**src/rtl/nibble_ctrl.sv**
```systemverilog
// Multi-cycle FETCH/IR/DEC/EXEC/STORE sequencer and program counter for the nibble datapath.
// Optional overflow trap enabled by defining NIBBLE_CTRL_OVF_TRAP_EN (adds the trap port).
module nibble_ctrl #(
   parameter int PC_W = 4,
   parameter int OP_W = 3
) (
   input  logic            clock,
   input  logic            reset,
   input  logic            run,
   input  logic [OP_W-1:0] op,
   input  logic [PC_W-1:0] addr,
   input  logic            alu_zero,
   input  logic            alu_ovf,
   output logic [PC_W-1:0] pc,
   output logic            ir_load,
   output logic            dec_load,
   output logic            alu_sub,
   output logic            ram_we,
   output logic            zflag,
   output logic            halted
`ifdef NIBBLE_CTRL_OVF_TRAP_EN
  ,output logic            trap
`endif
);

   localparam logic [2:0] S_FETCH = 3'd0;
   localparam logic [2:0] S_IR    = 3'd1;
   localparam logic [2:0] S_DEC   = 3'd2;
   localparam logic [2:0] S_EXEC  = 3'd3;
   localparam logic [2:0] S_STORE = 3'd4;
   localparam logic [2:0] S_HALT  = 3'd5;

   localparam logic [OP_W-1:0] OP_ADD  = OP_W'(1);
   localparam logic [OP_W-1:0] OP_SUB  = OP_W'(2);
   localparam logic [OP_W-1:0] OP_MOV  = OP_W'(3);
   localparam logic [OP_W-1:0] OP_JMP  = OP_W'(4);
   localparam logic [OP_W-1:0] OP_JZ   = OP_W'(5);
   localparam logic [OP_W-1:0] OP_HALT = OP_W'(7);

   logic [2:0]      state_q, state_d;
   logic [PC_W-1:0] pc_q, pc_d;
   logic            zflag_q, zflag_d;
   logic [OP_W-1:0] op_q, op_d;
   logic            arith_ex;

   // Opcode captured in EXEC so STORE-phase strobes come from local state only.
   assign arith_ex = (op == OP_ADD) || (op == OP_SUB);

`ifdef NIBBLE_CTRL_OVF_TRAP_EN
   logic trap_q, trap_d;
`else
   logic ovf_unused;
   assign ovf_unused = alu_ovf;
`endif

   always_comb begin
      // NOTE: every combinational output gets a default first, so no path can infer a latch.
      state_d = state_q;
      pc_d    = pc_q;
      zflag_d = zflag_q;
      op_d    = op_q;
`ifdef NIBBLE_CTRL_OVF_TRAP_EN
      trap_d  = trap_q;
`endif
      case (state_q)
         S_FETCH: if (run) state_d = S_IR;
         S_IR:    state_d = S_DEC;
         S_DEC:   state_d = S_EXEC;
         S_EXEC: begin
            op_d = op;
            if (op == OP_HALT) begin
               state_d = S_HALT;
`ifdef NIBBLE_CTRL_OVF_TRAP_EN
            end else if (arith_ex && alu_ovf) begin
               state_d = S_HALT;
               trap_d  = 1'b1;
`endif
            end else begin
               state_d = S_STORE;
            end
         end
         S_STORE: begin
            if ((op_q == OP_ADD) || (op_q == OP_SUB)) zflag_d = alu_zero;
            // JZ tests the flag as it stood before this STORE.
            if ((op_q == OP_JMP) || ((op_q == OP_JZ) && zflag_q)) pc_d = addr;
            else                                                  pc_d = pc_q + 1'b1;
            state_d = S_FETCH;
         end
         S_HALT:  state_d = S_HALT;
         default: state_d = S_FETCH;
      endcase
   end

   // NOTE: sequential state uses non-blocking assignments so all flops update together at the edge.
   always_ff @(posedge clock or negedge reset) begin
      if (!reset) begin
         state_q <= S_FETCH;
         pc_q    <= '0;
         zflag_q <= 1'b0;
         op_q    <= '0;
`ifdef NIBBLE_CTRL_OVF_TRAP_EN
         trap_q  <= 1'b0;
`endif
      end else begin
         state_q <= state_d;
         pc_q    <= pc_d;
         zflag_q <= zflag_d;
         op_q    <= op_d;
`ifdef NIBBLE_CTRL_OVF_TRAP_EN
         trap_q  <= trap_d;
`endif
      end
   end

   // In EXEC alu_sub uses the decode-field register output; in STORE it holds the captured opcode.
   assign alu_sub  = ((state_q == S_EXEC) && (op == OP_SUB)) ||
                     ((state_q == S_STORE) && (op_q == OP_SUB));
   assign ir_load  = (state_q == S_IR);
   assign dec_load = (state_q == S_DEC);
   assign ram_we   = (state_q == S_STORE) &&
                     ((op_q == OP_ADD) || (op_q == OP_SUB) || (op_q == OP_MOV));
   assign halted   = (state_q == S_HALT);
   assign pc       = pc_q;
   assign zflag    = zflag_q;
`ifdef NIBBLE_CTRL_OVF_TRAP_EN
   assign trap     = trap_q;
`endif

endmodule

```
**config.mk**
```make
export PLATFORM = sky130hd
export DESIGN_NAME = nibble_ctrl
export DESIGN_NICKNAME = d
export VERILOG_FILES = /design/src/rtl/nibble_ctrl.sv
export SDC_FILE = /design/constraint.sdc
export NUM_CORES = 1
export LEC_CHECK = 0
export CORE_MARGIN = 2
export CORE_UTILIZATION = 45
export CTS_CLUSTER_SIZE = 24
export DETAILED_ROUTE_END_ITERATION = 7
export GPL_ROUTABILITY_DRIVEN = 0
export GPL_TIMING_DRIVEN = 0
export PLACE_DENSITY = 0.81
export RECOVER_POWER = 25
export SLEW_MARGIN = 30
export SYNTH_ARGS = -nofsm -noshare
export SYNTH_HDL_FRONTEND = slang
export SYNTH_SLANG_ARGS = --single-unit
```
**constraint.sdc**
```tcl
create_clock -name clock -period 4 [get_ports clock]
set_input_delay 1.2 -clock clock [delete_from_list [all_inputs] [get_ports clock]]
set_output_delay 1.2 -clock clock [all_outputs]
set_load 0.02 [all_outputs]
```
==> flow_summary_export.csv, run 1 <==
group,metric,value,unit
power_and_ir_drop,power_density,769,nW/µm²
route,finalWirelength,1.17,mm
cts,cts_setup_buffers,0,
flow_run,drv_cap,0,
cells_and_area,fill_cells,121,
die,fp.dieW,40.7,µm
global_routing,grt_overflow_total,0,
global_routing,grt_usage,15.7,%
logic_synthesis,yosysSeqAreaShare,45.4,%
power_and_ir_drop,leakage,0.379,nW
setup_path,end_kind,"output port",
cts,clockBufferDepth,2,
sta,final-hold-violation-count,0,
sta,min_period,3.60,ns
die,coreArea,1280,µm²
worst_hold_path,hold_class,"register to register",
cts,clk_latency,0.26,ns
setup_path,worstPathRequired,2.80,ns
die,dieArea,1660,µm²
route,viasPerCell,5.23,
cts,numCtsBuffers,3,
sta,fmax,278,MHz
cells_and_area,regArea,275,µm²
sta,tightest_slew,0.559,ns
sta,tns,0,ns
sta,setup_violations,0,
global_routing,grt_start_max_net_pins,12,
setup_path,crit_type,"input port to output port",
cts,cts_hold_buf,0,
cts,cts_tree,"yes",
power_and_ir_drop,ir_drop,358,µV
outcome,status,"completed",
setup_path,cp-start-kind,"input port",
cts,cts_sinks,11,
route,drc,0,
cells_and_area,drive_gt1_share,11.9,%
placed_design,port-buffer-count,20,
sta,slew_headroom,62.5,%
setup_path,cp_max_fo,2,
cells_and_area,nets,98,
logic_synthesis,syn_nets,73,
route,ant_nets,0,
global_routing,grt_antenna_before_repair,0,
cts,htree_levels,1,
logic_synthesis,synth_cells,60,
logic_synthesis,synth-seq-cells,11,
sta,fin_crit_sh,90.1,%
global_routing,grt_pass1_vias,422,
placed_design,dp_cells,95,
logic_synthesis,synth.distinct_cells,29,
cts,cts_resized,0,
route,wire_per_inst,11.8,µm
die,die_y,40.7,µm
sta,finalClockSkew,0.00162,ns
cells_and_area,final_cells,99,
die,rows,13,
logic_synthesis,syn_avg_cell_area,10.1,µm²
cts,path_clk_slew,0.07,ns
placed_design,dpl.hpwl,895,µm
route,drtIter0Drc,6,
die,initial_utilization,47.2,%
die,io_pins,22,
setup_path,cp_data_arrival_time,2.40,ns
route,drt-pass1-iter-count,4,
cells_and_area,multi_input_area,317,µm²
route,vias,518,
cells_and_area,num_antenna_cells,0,
cts,clockRootBuffer,"clkbuf_4",
logic_synthesis,syn_area,607,µm²
logic_synthesis,synth_warnings,0,
sta,maxSlewViolCount,0,
global_routing,grt_pass1_wl,1.75,mm
cells_and_area,syn_to_final_growth,40.8,%
sta,holdWs,0.535,ns
sta,rsz0062_at_grt,"false",
-- power breakdown --
group | internal [mW] | total, mW | leakage [nW] | switching, mW
registers | 0.168 | 0.241 | 0.131 | 0.0728
clock network | 0.0385 | 0.0763 | 0.0150 | 0.0378
logic | 0.178 | 0.340 | 0.233 | 0.162
total | 0.384 | 0.657 | 0.379 | 0.273
-- final timing paths --
check | start | endpoint | slack, ns | depth (start not counted)
min in group asynchronous | reset | pc[2]$_DFFE_PN0P_ | 1.34 | 1
max | op[1] | alu_sub | 0.40 | 4
max in group asynchronous | reset | op_q[2]$_DFFE_PN0N_ | 2.31 | 1
min | pc[1]$_DFFE_PN0P_ | pc[1]$_DFFE_PN0P_ | 0.53 | 2
min reg2reg | pc[1]$_DFFE_PN0P_ | pc[1]$_DFFE_PN0P_ | 0.53 | 2
max reg2reg | state_q[2]$_DFFE_PN0P_ | pc[3]$_DFFE_PN0P_ | 2.45 | 4
-- cell usage after synthesis --
| library cell | instances | share of area, % |
|---|---|---|
| dfrtp_1 | 11 | 45 |
| nand2_1 | 6 | 3.7 |
| nor2_1 | 5 | 3.1 |
| o21ai_0 | 5 | 4.1 |
| inv_1 | 4 | 2.5 |
| mux2i_1 | 3 | 4.9 |
| a22oi_1 | 2 | 2.5 |
| mux2_2 | 2 | 3.7 |
| nand3_1 | 2 | 1.6 |
| a21boi_0 | 1 | 1.2 |
| a21oi_1 | 1 | 0.82 |
| and3_1 | 1 | 1.0 |
| ha_1 | 1 | 2.1 |
| mux2_4 | 1 | 2.5 |
| nand2_2 | 1 | 1.0 |
| nand2b_1 | 1 | 1.0 |
| nand3b_1 | 1 | 1.2 |
| nand4_1 | 1 | 1.0 |
| nor2_4 | 1 | 1.9 |
| nor2b_1 | 1 | 1.0 |
| nor3_1 | 1 | 0.82 |
| nor3b_4 | 1 | 3.1 |
| o21a_1 | 1 | 1.2 |
| o22ai_1 | 1 | 1.0 |
| o311ai_0 | 1 | 1.4 |
| o41ai_1 | 1 | 1.4 |
| or2b_1 | 1 | 1.2 |
| or3b_4 | 1 | 1.9 |
| xor2_1 | 1 | 1.4 |
-- cell type report --
class / count / area share, %
inverters: 4 / 1.76
repair buffers: 20 / 23.7
multi-input cells: 45 / 37.0
well taps: 15 / 2.20
clock buffers: 4 / 3.07
flip-flops and latches: 11 / 32.2
-- cells in the final DEF, fill, tap and decap left out, types with 2 or more instances in the layout --
cell type	instances
clkdlybuf4s50_1	14
dfrtp_1	11
nand2_1	6
nor2_1	5
o21ai_0	5
dlygate4sd3_1	5
inv_1	4
mux2i_1	3
clkbuf_4	3
nand3_1	2
a22oi_1	2
mux2_2	2
-- routing by layer --
layer	wire, µm	up-vias	part of all wire (%)	global-route usage, %
met1	514	238	44	18.5
li1	-	261	-	-
met4	0	0	0	2.50
met2	558	19	48	29.0
met5	0	-	0	0
met3	95	0	8.1	3.80
-- logic make-up (layout without fill, tap and decap cells) --
kind of cell	Yosys count	count (layout)	share of synthesized area [%]
compound gates	13	13	13.8
xor+xnor	1	1	1.44
fa+ha+maj	1	1	2.06
buf+inv	4	28	2.47
flops	11	11	45.4
mux	6	6	11.1
simple gates	24	24	23.7
-- metrics by stage --
step | util, % | area, µm² | total power, mW | setup slack (ns)
floorplan | - | 607 | 0.455 | 0.742
global placement | 64.3 | 826 | 0.574 | 0.0741
detailed placement | 64.3 | 826 | 0.587 | 0.0995
CTS | 66.3 | 852 | 0.665 | 0.0742
global route | 66.5 | 855 | 0.705 | 0.288
finish | 66.5 | 855 | 0.657 | 0.397
-- sequential cells by signal, indices dropped and copies added (netlist names) --
| register | flops |
|---|---|
| op_q | 3 |
| pc | 4 |
| zflag | 1 |
| state_q | 3 |
-- worst max-delay path, cell delays in order --
cell	delay [ns]
dlygate4sd3_1	0.54
inv_1	0.05
o41ai_1	0.34
dlymetal6s2s_1	0.27
(Power assumes the default switching activity.)
==> run 2: changes to the inputs <==
--- a/config.mk
+++ b/config.mk
@@ -6,12 +6,11 @@
 export NUM_CORES = 1
 export LEC_CHECK = 0
 export CORE_MARGIN = 2
-export CORE_UTILIZATION = 45
+export CORE_UTILIZATION = 30
 export CTS_CLUSTER_SIZE = 24
 export DETAILED_ROUTE_END_ITERATION = 7
 export GPL_ROUTABILITY_DRIVEN = 0
 export GPL_TIMING_DRIVEN = 0
-export PLACE_DENSITY = 0.81
 export RECOVER_POWER = 25
 export SLEW_MARGIN = 30
 export SYNTH_ARGS = -nofsm -noshare
==> run 2 against run 1 <==
  * Power hardly changed
  * Sequential share of layout area is 0.56 points lower
  * Die area is 45% higher
==> flow_summary_export.csv, run 2 (same netlist as run 1, synthesis figures left out) <==
group,metric,value,unit
route,finalWirelength,1.23,mm
power_and_ir_drop,swShare,41.7,%
die,io_pins,22,
sta,fin_crit_sh,90.5,%
route,met1_length,555,µm
die,coreArea,1940,µm²
die,initial_utilization,31.3,%
route,wire_per_inst,11.1,µm
cts,clk_latency,0.27,ns
sta,tns,0,ns
power_and_ir_drop,combPwrFrac,51.6,%
cells_and_area,nets,98,
sta,setup_slack,0.378,ns
power_and_ir_drop,ir_drop,350,µV
worst_hold_path,hold_class,"register to register",
cells_and_area,final_cells,111,
route,vias,530,
die,die_y,49.0,µm
sta,holdWs,0.535,ns
outcome,status,"completed",
cts,cts_setup_buffers,0,
route,routed-wl-met2,598,µm
cells_and_area,regArea,275,µm²
power_and_ir_drop,p_switching,0.274,mW
cts,cts_hold_buf,0,
die,fp.dieW,49.0,µm
sta,final-hold-violation-count,0,
cells_and_area,multi_input_area,317,µm²
power_and_ir_drop,intPower,0.383,mW
cells_and_area,fill_cells,210,
cts,htree_levels,1,
die,rows,16,
route,drtIter0Drc,2,
setup_path,rrSetupSlack,2.50,ns
worst_hold_path,worstHoldStart,"pc[1]$_DFFE_PN0P_",
power_and_ir_drop,power,0.657,mW
cts,clockRootBuffer,"clkbuf_4",
setup_path,cp_data_arrival_time,2.42,ns
sta,maxSlewViolCount,0,
sta,slew_headroom,66.0,%
cts,cts_resized,0,
setup_path,r2r_end,"zflag$_DFFE_PN0P_",
placed_design,port-buffer-count,20,
cts,clockBufferDepth,2,
placed_design,dpl.hpwl,902,µm
power_and_ir_drop,pwr-share-clk,11.8,%
placed_design,place_ws,0.0375,ns
setup_path,crit_type,"input port to output port",
cells_and_area,final_cell_mix,"clkdlybuf4s50_1 (13), dfrtp_1 (11), nand2_1 (6), dlygate4sd3_1 (6)",
route,top_layer,"met4",
cells_and_area,mostFrequentLayoutCell,"clkdlybuf4s50_1",
cells_and_area,num_antenna_cells,0,
setup_path,worstPathRequired,2.80,ns
cells_and_area,largest_reg_flops,4,
sta,rsz0062_at_grt,"false",
setup_path,regToRegStartpoint,"state_q[0]$_DFFE_PN0P_",
setup_path,cp-start-kind,"input port",
route,ant_nets,0,
worst_hold_path,holdPathEnd,"pc[1]$_DFFE_PN0P_",
worst_hold_path,hold_depth,2,
power_and_ir_drop,power_density,755,nW/µm²
flow_run,drv_cap,0,
setup_path,end_kind,"output port",
die,dieArea,2400,µm²
cts,numCtsBuffers,3,
setup_path,rr_worst_depth,4,
global_routing,grt_pass1_vias,501,
route,dr_wl_met3,69,µm
route,drc,0,
global_routing,grt_start_max_net_pins,12,
cts,path_clk_slew,0.07,ns
cts,cts_sinks,11,
cells_and_area,syn_to_final_growth,43.3,%
global_routing,grt_usage,11.0,%
global_routing,grt_pass1_wl,2.01,mm
placed_design,dp_cells,107,
sta,finalClockSkew,0.00235,ns
cts,cts_tree,"yes",
sta,setup_violations,0,
cells_and_area,drive_gt1_share,11.9,%
route,viasPerCell,4.77,
power_and_ir_drop,leakage,0.379,nW
sta,tightest_slew,0.506,ns
global_routing,grt_antenna_before_repair,0,
sta,fmax,276,MHz
sta,min_period,3.62,ns
power_and_ir_drop,power_frac_seq,36.6,%
setup_path,cp_max_fo,2,
route,drt-pass1-iter-count,4,
global_routing,grt_overflow_total,0,
[run 2: changes by cell type in the layout (fill, tap and decap cells not counted), sizes merged]
cell,delta
dlygate4sd3,+1
clkdlybuf4s50,-1
[run 2: layout make-up]
cell class                      count  share of cell area [%]
Clock buffer                        4                    3.02
Sequential cell                    11                    31.7
Tap cell                           27                    3.88
Multi-Input combinational cell     45                    36.4
Timing Repair Buffer               20                    23.3
Inverter                            4                    1.73
[run 2: how the worst max path moves through the flow]
stage	from	to	slack, ns
floorplan	op[1]	alu_sub	0.74
global placement	op[1]	alu_sub	0.05
detailed placement	op[1]	alu_sub	0.04
CTS	op[1]	alu_sub	0.03
global route	op[1]	alu_sub	0.25
finish	op[1]	alu_sub	0.38
[run 2: metal layers]
layer,GRT usage [%],vias up
li1,-,261
met1,13.3,253
met2,17.6,14
met3,2.45,2
met4,7.14,0
met5,0,-
[run 2: through the flow]
stage / instance area [µm²] / utilization, %
finish: 870 / 44.8
floorplan: 607 / -
CTS: 867 / 44.7
global route: 870 / 44.8
global placement: 841 / 43.3
detailed placement: 841 / 43.3
[run 2: power by group through the flow]
stage | sequential, mW | clock (mW) | combinational [mW]
2_1_floorplan | 0.259 | 0 | 0.196
3_3_place_gp | 0.241 | 0 | 0.339
3_5_place_dp | 0.243 | 0 | 0.343
4_1_cts | 0.241 | 0.0819 | 0.346
5_1_grt | 0.250 | 0.0856 | 0.370
6_report | 0.240 | 0.0772 | 0.339
[run 2: worst max-delay path, cell delays in order]
cell            delay, ns
dlygate4sd3_1        0.55
inv_1                0.05
o41ai_1              0.35
dlymetal6s2s_1       0.27
==> run 3: changes to the inputs <==
--- a/config.mk
+++ b/config.mk
@@ -11,6 +11,7 @@
 export DETAILED_ROUTE_END_ITERATION = 7
 export GPL_ROUTABILITY_DRIVEN = 0
 export GPL_TIMING_DRIVEN = 0
+export MAX_ROUTING_LAYER = met4
 export RECOVER_POWER = 25
 export SLEW_MARGIN = 30
 export SYNTH_ARGS = -nofsm -noshare
==> results of run 3 <==
No change in the layout: final DEF, timing and power equal those of run 2.
Main changes from that run: overall routing resource usage 11.0% -> 11.3%
